## src/rtl/pwm_fade_ctrl.sv

```systemverilog
// Multi-channel LED PWM with per-channel duty fading toward a programmed target.
// Duty only changes at PWM period boundaries, so every period is glitch-free.
module pwm_fade_ctrl #(
  parameter int N_CH     = 4,
  parameter int PWM_BITS = 8,
  parameter int PRESC_W  = 16
) (
  input  logic                clk_i,
  input  logic                rst_n_i,
  input  logic [PRESC_W-1:0]  presc_i,
  input  logic                cfg_valid_i,
  output logic                cfg_ready_o,
  input  logic [3:0]          cfg_ch_i,
  input  logic [PWM_BITS-1:0] cfg_target_i,
  input  logic [PWM_BITS-1:0] cfg_step_i,
  output logic [N_CH-1:0]     led_o,
  output logic [N_CH-1:0]     busy_o,
  output logic [N_CH-1:0]     done_o,
  output logic                period_o
);

  typedef logic [PWM_BITS-1:0] duty_t;
  typedef enum logic [1:0] {IDLE, UP, DOWN} fade_t;

  function automatic duty_t ramp_up(input duty_t d, input duty_t s, input duty_t t);
    logic [PWM_BITS:0] sum;
    sum = {1'b0, d} + {1'b0, s};
    return (sum > {1'b0, t}) ? t : sum[PWM_BITS-1:0];
  endfunction

  function automatic duty_t ramp_down(input duty_t d, input duty_t s, input duty_t t);
    logic signed [PWM_BITS+1:0] diff;
    diff = $signed({2'b00, d}) - $signed({2'b00, s});
    return (diff < $signed({2'b00, t})) ? t : diff[PWM_BITS-1:0];
  endfunction

  logic [PRESC_W-1:0]  presc_cnt;
  logic [PRESC_W-1:0]  presc_eff;
  logic [PWM_BITS-1:0] pwm_cnt;
  logic                tick;
  logic                period_end;
  logic                cfg_xfer;

  duty_t duty     [N_CH];
  duty_t target   [N_CH];
  duty_t step     [N_CH];
  duty_t duty_nxt [N_CH];
  fade_t dir      [N_CH];
  logic [N_CH-1:0] reach;

  logic [N_CH-1:0] led_p1;
  logic [N_CH-1:0] busy_p1;
  logic [N_CH-1:0] done_p1;
  logic            period_p1;
  logic            cfg_ready_p1;

  // presc_i is compared live, so lowering it below the running count ticks at once
  assign presc_eff  = (presc_i == '0) ? PRESC_W'(1) : presc_i;
  assign tick       = (presc_cnt >= presc_eff - PRESC_W'(1));
  assign period_end = tick && (pwm_cnt == '1);
  assign cfg_xfer   = cfg_valid_i && cfg_ready_p1;

  // Stage p0: fade direction and next duty, consumed only on period_end
  always_comb begin
    for (int c = 0; c < N_CH; c++) begin
      dir[c]      = IDLE;
      duty_nxt[c] = duty[c];
      reach[c]    = 1'b0;
      if (duty[c] < target[c]) begin
        dir[c] = UP;
      end else if (duty[c] > target[c]) begin
        dir[c] = DOWN;
      end
      case (dir[c])
        UP:      duty_nxt[c] = (step[c] == '0) ? target[c] : ramp_up(duty[c], step[c], target[c]);
        DOWN:    duty_nxt[c] = (step[c] == '0) ? target[c] : ramp_down(duty[c], step[c], target[c]);
        default: duty_nxt[c] = duty[c];
      endcase
      reach[c] = (dir[c] != IDLE) && (duty_nxt[c] == target[c]);
    end
  end

  always_ff @(posedge clk_i or negedge rst_n_i) begin
    if (!rst_n_i) begin
      presc_cnt    <= '0;
      pwm_cnt      <= '0;
      period_p1    <= 1'b0;
      cfg_ready_p1 <= 1'b0;
    end else begin
      presc_cnt    <= tick ? '0 : presc_cnt + PRESC_W'(1);
      pwm_cnt      <= tick ? pwm_cnt + PWM_BITS'(1) : pwm_cnt;
      period_p1    <= period_end;
      cfg_ready_p1 <= !cfg_xfer;
    end
  end

  // Stage p1: registered outputs and per-channel duty/target/step state
  always_ff @(posedge clk_i or negedge rst_n_i) begin
    if (!rst_n_i) begin
      led_p1  <= '0;
      busy_p1 <= '0;
      done_p1 <= '0;
      for (int c = 0; c < N_CH; c++) begin
        duty[c]   <= '0;
        target[c] <= '0;
        step[c]   <= '0;
      end
    end else begin
      for (int c = 0; c < N_CH; c++) begin
        led_p1[c]  <= (pwm_cnt < duty[c]);
        busy_p1[c] <= (duty[c] != target[c]);
        done_p1[c] <= period_end && reach[c];
        if (period_end) begin
          duty[c] <= duty_nxt[c];
        end
        // a write colliding with period_end lands after this period's update
        if (cfg_xfer && (int'(cfg_ch_i) == c)) begin
          target[c] <= cfg_target_i;
          step[c]   <= cfg_step_i;
        end
      end
    end
  end

  assign led_o       = led_p1;
  assign busy_o      = busy_p1;
  assign done_o      = done_p1;
  assign period_o    = period_p1;
  assign cfg_ready_o = cfg_ready_p1;

endmodule

```

## config.mk

```make
export PLATFORM = sky130hd
export DESIGN_NAME = pwm_fade_ctrl
export DESIGN_NICKNAME = d
export VERILOG_FILES = /design/src/rtl/pwm_fade_ctrl.sv
export SDC_FILE = /design/constraint.sdc
export NUM_CORES = 1
export LEC_CHECK = 0
export ABC_CLOCK_PERIOD_IN_PS = 6140
export BUFFER_PORTS_ARGS = -buffer_cell sky130_fd_sc_hd__buf_2
export CAP_MARGIN = 15
export CORE_AREA = 5 5 145 216
export DETAILED_ROUTE_END_ITERATION = 6
export DIE_AREA = 0 0 150 221
export SLEW_MARGIN = 10
export SYNTH_ARGS = -nofsm -noshare
export SYNTH_HDL_FRONTEND = slang
export SYNTH_SLANG_ARGS = --single-unit
```

## constraint.sdc

```tcl
create_clock -name clk_i -period 6.14 [get_ports clk_i]
set_input_delay 0.614 -clock clk_i [delete_from_list [all_inputs] [get_ports clk_i]]
set_output_delay 0.614 -clock clk_i [all_outputs]
set_load 0.05 [all_outputs]
```

**Word level (Yosys, flattened, before mapping)**

Cells that the tools add are included.

- Bits in registers: 134
- Output and inout port bits: 14

- $add $sub $neg: 11
- Multiplexer cells: 30
- $lt $le $gt $ge: 21
- Reduce and logical (&&, ||, !) cells: 25
- Eq/ne operators: 20

Operators with widths:

| cell | number |
|---|---|
| $mux 8 | 16 |
| $lt 8x8->1 | 8 |
| $pmux 8 s2 | 4 |
| $add 8x8->9 | 4 |
| $gt 9x8->1 | 4 |
| $lt 9x9->1 | 4 |
| $sub 8x8->9 | 4 |
| $eq 8x8->1 | 4 |
| $gt 8x8->1 | 4 |
| $logic_not 8->1 | 4 |
| $mux 16 | 2 |
| $ne 8x8->1 | 4 |
| $add 16x1->16 const B | 1 |
| $ge 16x16->1 | 1 |
| $logic_not 16->1 | 1 |
| $mux 2 | 8 |
| $sub 16x1->16 const B | 1 |
| $logic_and 1x1->1 | 14 |
| $add 8x1->8 const B | 1 |
| $eq 2x1->1 const B | 4 |
| $eq 2x2->1 const B | 4 |
| $eq 4x3->1 const B | 2 |
| $eq 8x8->1 const B | 1 |
| $reduce_bool 2->1 | 4 |
| 3 further kinds | 3 |

**Longest topological paths before layout**

- Word-level depth: 8
- Mapped depth: 20
- Gate-level depth less buffers: 20

**Worst setup path before layout**

OpenSTA, ideal clock, no wires.

- Path type: input-to-reg
- Start: in presc_i[6]
- End: reg duty[4] in the netlist's numbering
- Stages on the path: 17
- Required time: 6015 ps
- Buffers on the path: 0
- Arrival time: 4132 ps
- Setup slack: 1884 ps
- Cells stage by stage: or4_1 nor4_1 nor2_1 ha_1 nand2_1 nor2_1 nand2_1 xor2_1 ha_1 a21o_1 a21oi_1 o31a_1 nand2_1 nand2_1 clkinv_1 o21ai_1 mux2_2

- Cells in the longest elaborated chain, start to end: 5

Ends and longest elaborated chain:

| what | RTL line | source |
|---|---|---|
| from (decl) | 10 | `input logic [PRESC_W-1:0] presc_i,` |
| $logic_not 16->1 | 58 | `assign presc_eff = (presc_i == '0) ? PRESC_W'(1) : presc_i;` |
| $mux 16 (*) | 58 |  |
| $sub 16x1->16 (*) | 59 | `assign tick = (presc_cnt >= presc_eff - PRESC_W'(1));` |
| $ge 16x16->1 (*) | 59 |  |
| $logic_and 1x1->1 (*) | 60 | `assign period_end = tick && (pwm_cnt == '1);` |
| to (signal, indexed assignment) | 114 | `duty[c] <= duty_nxt[c];` |
| to (decl) | 44 | `duty_t duty [N_CH];` |

Mark *: on every way between the ends. The rest lies on a longest branch, timed or not.
A chain may end at the register's enable or synchronous reset.

**Worst setup path in the final report**

- Start: reg duty[8] in the netlist's numbering
- End: reg done_p1[2] (netlist: done_o[2])

- Cells in the longest elaborated chain, start to end: 8
- Elaborated cells on any way between the ends: 19
- Classes of those cells: 2 x add/sub; 4 x order compare; 3 x eq/ne; 7 x mux; 3 x reduce/logical

Ends and longest elaborated chain:

| what | RTL line | source |
|---|---|---|
| $sub 8x8->9 (tied with other cells) | 33 | `diff = $signed({2'b00, d}) - $signed({2'b00, s});` |
| $lt 9x9->1 (tied with other cells) | 34 | `return (diff < $signed({2'b00, t})) ? t : diff[PWM_BITS-1:0];` |
| $mux 8 (tied with other cells) | 34 |  |
| $mux 8 (tied with other cells) | 76 | `DOWN: duty_nxt[c] = (step[c] == '0) ? target[c] : ramp_down(duty[c], step[c], target[c]);` |
| $pmux 8 s2 | 74 | `case (dir[c])` |
| $eq 8x8->1 | 79 | `reach[c] = (dir[c] != IDLE) && (duty_nxt[c] == target[c]);` |
| $logic_and 1x1->1 (*) | 79 |  |
| $logic_and 1x1->1 (*) | 112 | `done_p1[c] <= period_end && reach[c];` |
| to (signal, indexed assignment) | 112 |  |
| to (decl) | 53 | `logic [N_CH-1:0] done_p1;` |

Marked as above.

==> impl_metrics.env <==
export IMPL_post_synth_top_count_cell="ha_1"
export IMPL_clk_pin_slew_worst_paths_ns=0.06
export IMPL_yosysWarningCount=0
export IMPL_status="complete, no violations"
export IMPL_critical_path_peak_fanout=7
export IMPL_worstPathRequired_ns=6.47
export IMPL_final_hold_viol_count=0
export IMPL_yosys_most_used_dff="dfrtp_1"
export IMPL_drc=0
export IMPL_yosysSeqAreaShare=0.259
export IMPL_power_density_mw_per_mm2=374
export IMPL_holdBufCountCts=0
export IMPL_cts_sinks=134
export IMPL_coreArea_mm2=0.0293
export IMPL_wl_per_cell_um=20.2
export IMPL_synth_edf_count=0
export IMPL_die_w_um=150
export IMPL_antenna_found_initial=0
export IMPL_final_cells=1929
export IMPL_synth_top_area_share=0.259
export IMPL_area_growth_pct=10.0
export IMPL_syn_avg_cell_area_um2=8.76
export IMPL_hpwl_um=30900
export IMPL_clkLatencyLatePin_ns=0.44
export IMPL_worst_clock_skew_ns=0.00905
export IMPL_grt_pass1_wl_um=62300
export IMPL_ir_worst_vdd_mv=0.216
export IMPL_syn_nets=1726
export IMPL_cts_tree="done"
export IMPL_routed_wl_um=38900
export IMPL_synth_top_cells_by_count="ha_1 (203), dfrtp_1 (134), inv_1 (134), nor2_1 (114), a21oi_1 (104)"
export IMPL_synth_top_area_cell="dfrtp_1"
export IMPL_synth_distinct_cells=77
export IMPL_track_usage=0.238
export IMPL_initial_core_util=0.441
export IMPL_io_buffers=52
export IMPL_grt_pass1_vias=11400
export IMPL_final_layout_size_suffix_gt1_frac=0.121
export IMPL_cp_arrival_ns=5.01
export IMPL_drv_cap=0
export IMPL_syn_inst=1476
export IMPL_synthArstFlopShare=1.00
export IMPL_vias=11200
export IMPL_min_path_type="input pin to asynchronous set/reset pin"
export IMPL_p_leak_nw=6.50
export IMPL_synthTopCellsByArea="dfrtp_1 (26%), ha_1 (20%), mux2_2 (5.0%)"
export IMPL_report_final_slew_viol_count=0
export IMPL_finalNetCount=1771
export IMPL_total_power_mw=5.32
export IMPL_worst_pin_slew_ns=0.986
export IMPL_grt_overflow=0
export IMPL_critPathLaunchType="register"
export IMPL_ant_nets=0
export IMPL_num_rows=77
export IMPL_finalCritPeriodShare=0.763
export IMPL_cts_setup_buffers=0
export IMPL_period_needed_ns=4.69
export IMPL_cts_resized_gates=0
export IMPL_boundaryPins=53
export IMPL_clockBufferDepth=2
export IMPL_gp_congestion=0.950
export IMPL_root_buffer="clkbuf_16"
export IMPL_fin_setup_tns_ns=0
export IMPL_avgViaCountPerCell=5.82
export IMPL_dp_cells=1897
export IMPL_drtIter0Drc=695
export IMPL_yosys_register_bits=134
export IMPL_antennaDiodeCount=0
export IMPL_rsz0062_at_grt="no"
export IMPL_drtPass1Iterations=5
export IMPL_die_area_mm2=0.0332
export IMPL_cts_made_buffers=17
export IMPL_endpoint_kind="register"
export IMPL_grt_max_degree=78
export IMPL_relSlewSlack=0.343
export IMPL_clock_fmax_mhz=213
export IMPL_finalSetupViolations=0
export IMPL_htreeDepth=4
export IMPL_dieHeight_um=221
export IMPL_worstSetupPathType="register to register"
export IMPL_synth_area_mm2=0.0129
[cells by family after synthesis]
logic type                 synth area share
xor gates and xnor gates             0.0603
buffers and inverters                0.0513
adders and majority gates             0.209
muxes                                0.0625
DFF                                   0.259
and+or+nand+nor                       0.153
AOI/OAI and AO/OA                     0.205
[placed cells by master (no fill, tap or decap), types with 12 or more instances in the layout]
cell	n
mux2i_1	15
nor3_1	30
o21ai_0	84
nor2_1	114
a21oi_1	104
o22ai_1	12
nand2b_1	25
xnor2_1	59
ha_1	203
o211ai_1	17
xor2_1	30
nand2_1	95
or2_2	12
dfrtp_1	134
nand3_1	29
nor4_1	14
o21a_1	12
nor2b_1	19
a21o_1	26
buf_2	51
clkbuf_16	17
nand4_1	22
mux2_2	57
inv_1	134
[layout make-up]
type	count	area, µm²
Clock buffer	18	429
Clock inverter	14	178
Fill cell	2855	15100
Inverter	137	514
Multi-Input combinational cell	1170	8920
Sequential cell	134	3350
Tap cell	395	494
Timing Repair Buffer	61	334
[state kept, by name, indices dropped and copies added (netlist names), 4 cells and up]
register	flops
busy_o	4
done_o	4
duty	32
led_o	4
presc_cnt	16
pwm_cnt	8
step	32
target	32
[critical path, cell delays in order (launching register included)]
cell,delay [ns]
dfrtp_1,0.48
inv_1,0.11
ha_1,0.25
fa_1,0.42
nor2b_1,0.18
o2111a_1,0.22
nor2_1,0.06
xnor2_1,0.32
ha_1,0.32
a211oi_1,0.28
o211ai_1,0.14
a31oi_1,0.40
a211o_1,0.33
mux2i_1,0.12
a22oi_1,0.29
o21ai_0,0.17
xnor2_1,0.18
a2111oi_2,0.32
[report_power, final]
| group | switching, mW | internal, mW | leakage, nW |
|---|---|---|---|
| sequential | 0.235 | 1.03 | 1.63 |
| combinational | 1.73 | 1.26 | 4.58 |
| clock | 0.421 | 0.642 | 0.283 |
[per-layer routing]
| metal | up-vias | part of all wire | GRT usage |
|---|---|---|---|
| met5 | - | 0 | 0 |
| met4 | 0 | 0.034 | 0.0886 |
| met3 | 79 | 0.040 | 0.0323 |
| met2 | 312 | 0.51 | 0.421 |
| met1 | 5406 | 0.41 | 0.292 |
| li1 | 5436 | - | - |
[worst paths after layout]
check,from,to,slack [ns],depth (start not counted)
worst min register to register,cfg_ready_o,cfg_ready_o,0.46,1
max in group asynchronous,rst_n_i,pwm_cnt[7],4.60,2
worst min-delay path,rst_n_i,presc_cnt[15],0.14,1
worst max-delay path,duty[8],done_o[2],1.45,17
min in group clk_i,cfg_valid_i,cfg_ready_o,0.45,2
worst max register to register,duty[8],done_o[2],1.45,17
[stage by stage]
stage / util / setup slack [ns] / cell area (µm²) / hold slack, ns
CTS: 0.486 / 1.48 / 14200 / 0.158
finish: 0.486 / 1.45 / 14200 / 0.138
detailed placement: 0.465 / 1.19 / 13600 / 0.457
global placement: 0.465 / 1.29 / 13600 / 0.465
global route: 0.486 / 1.12 / 14200 / 0.178
floorplan: - / 1.88 / 12900 / 0.318
No activity file was read; power rests on OpenSTA's default activity.
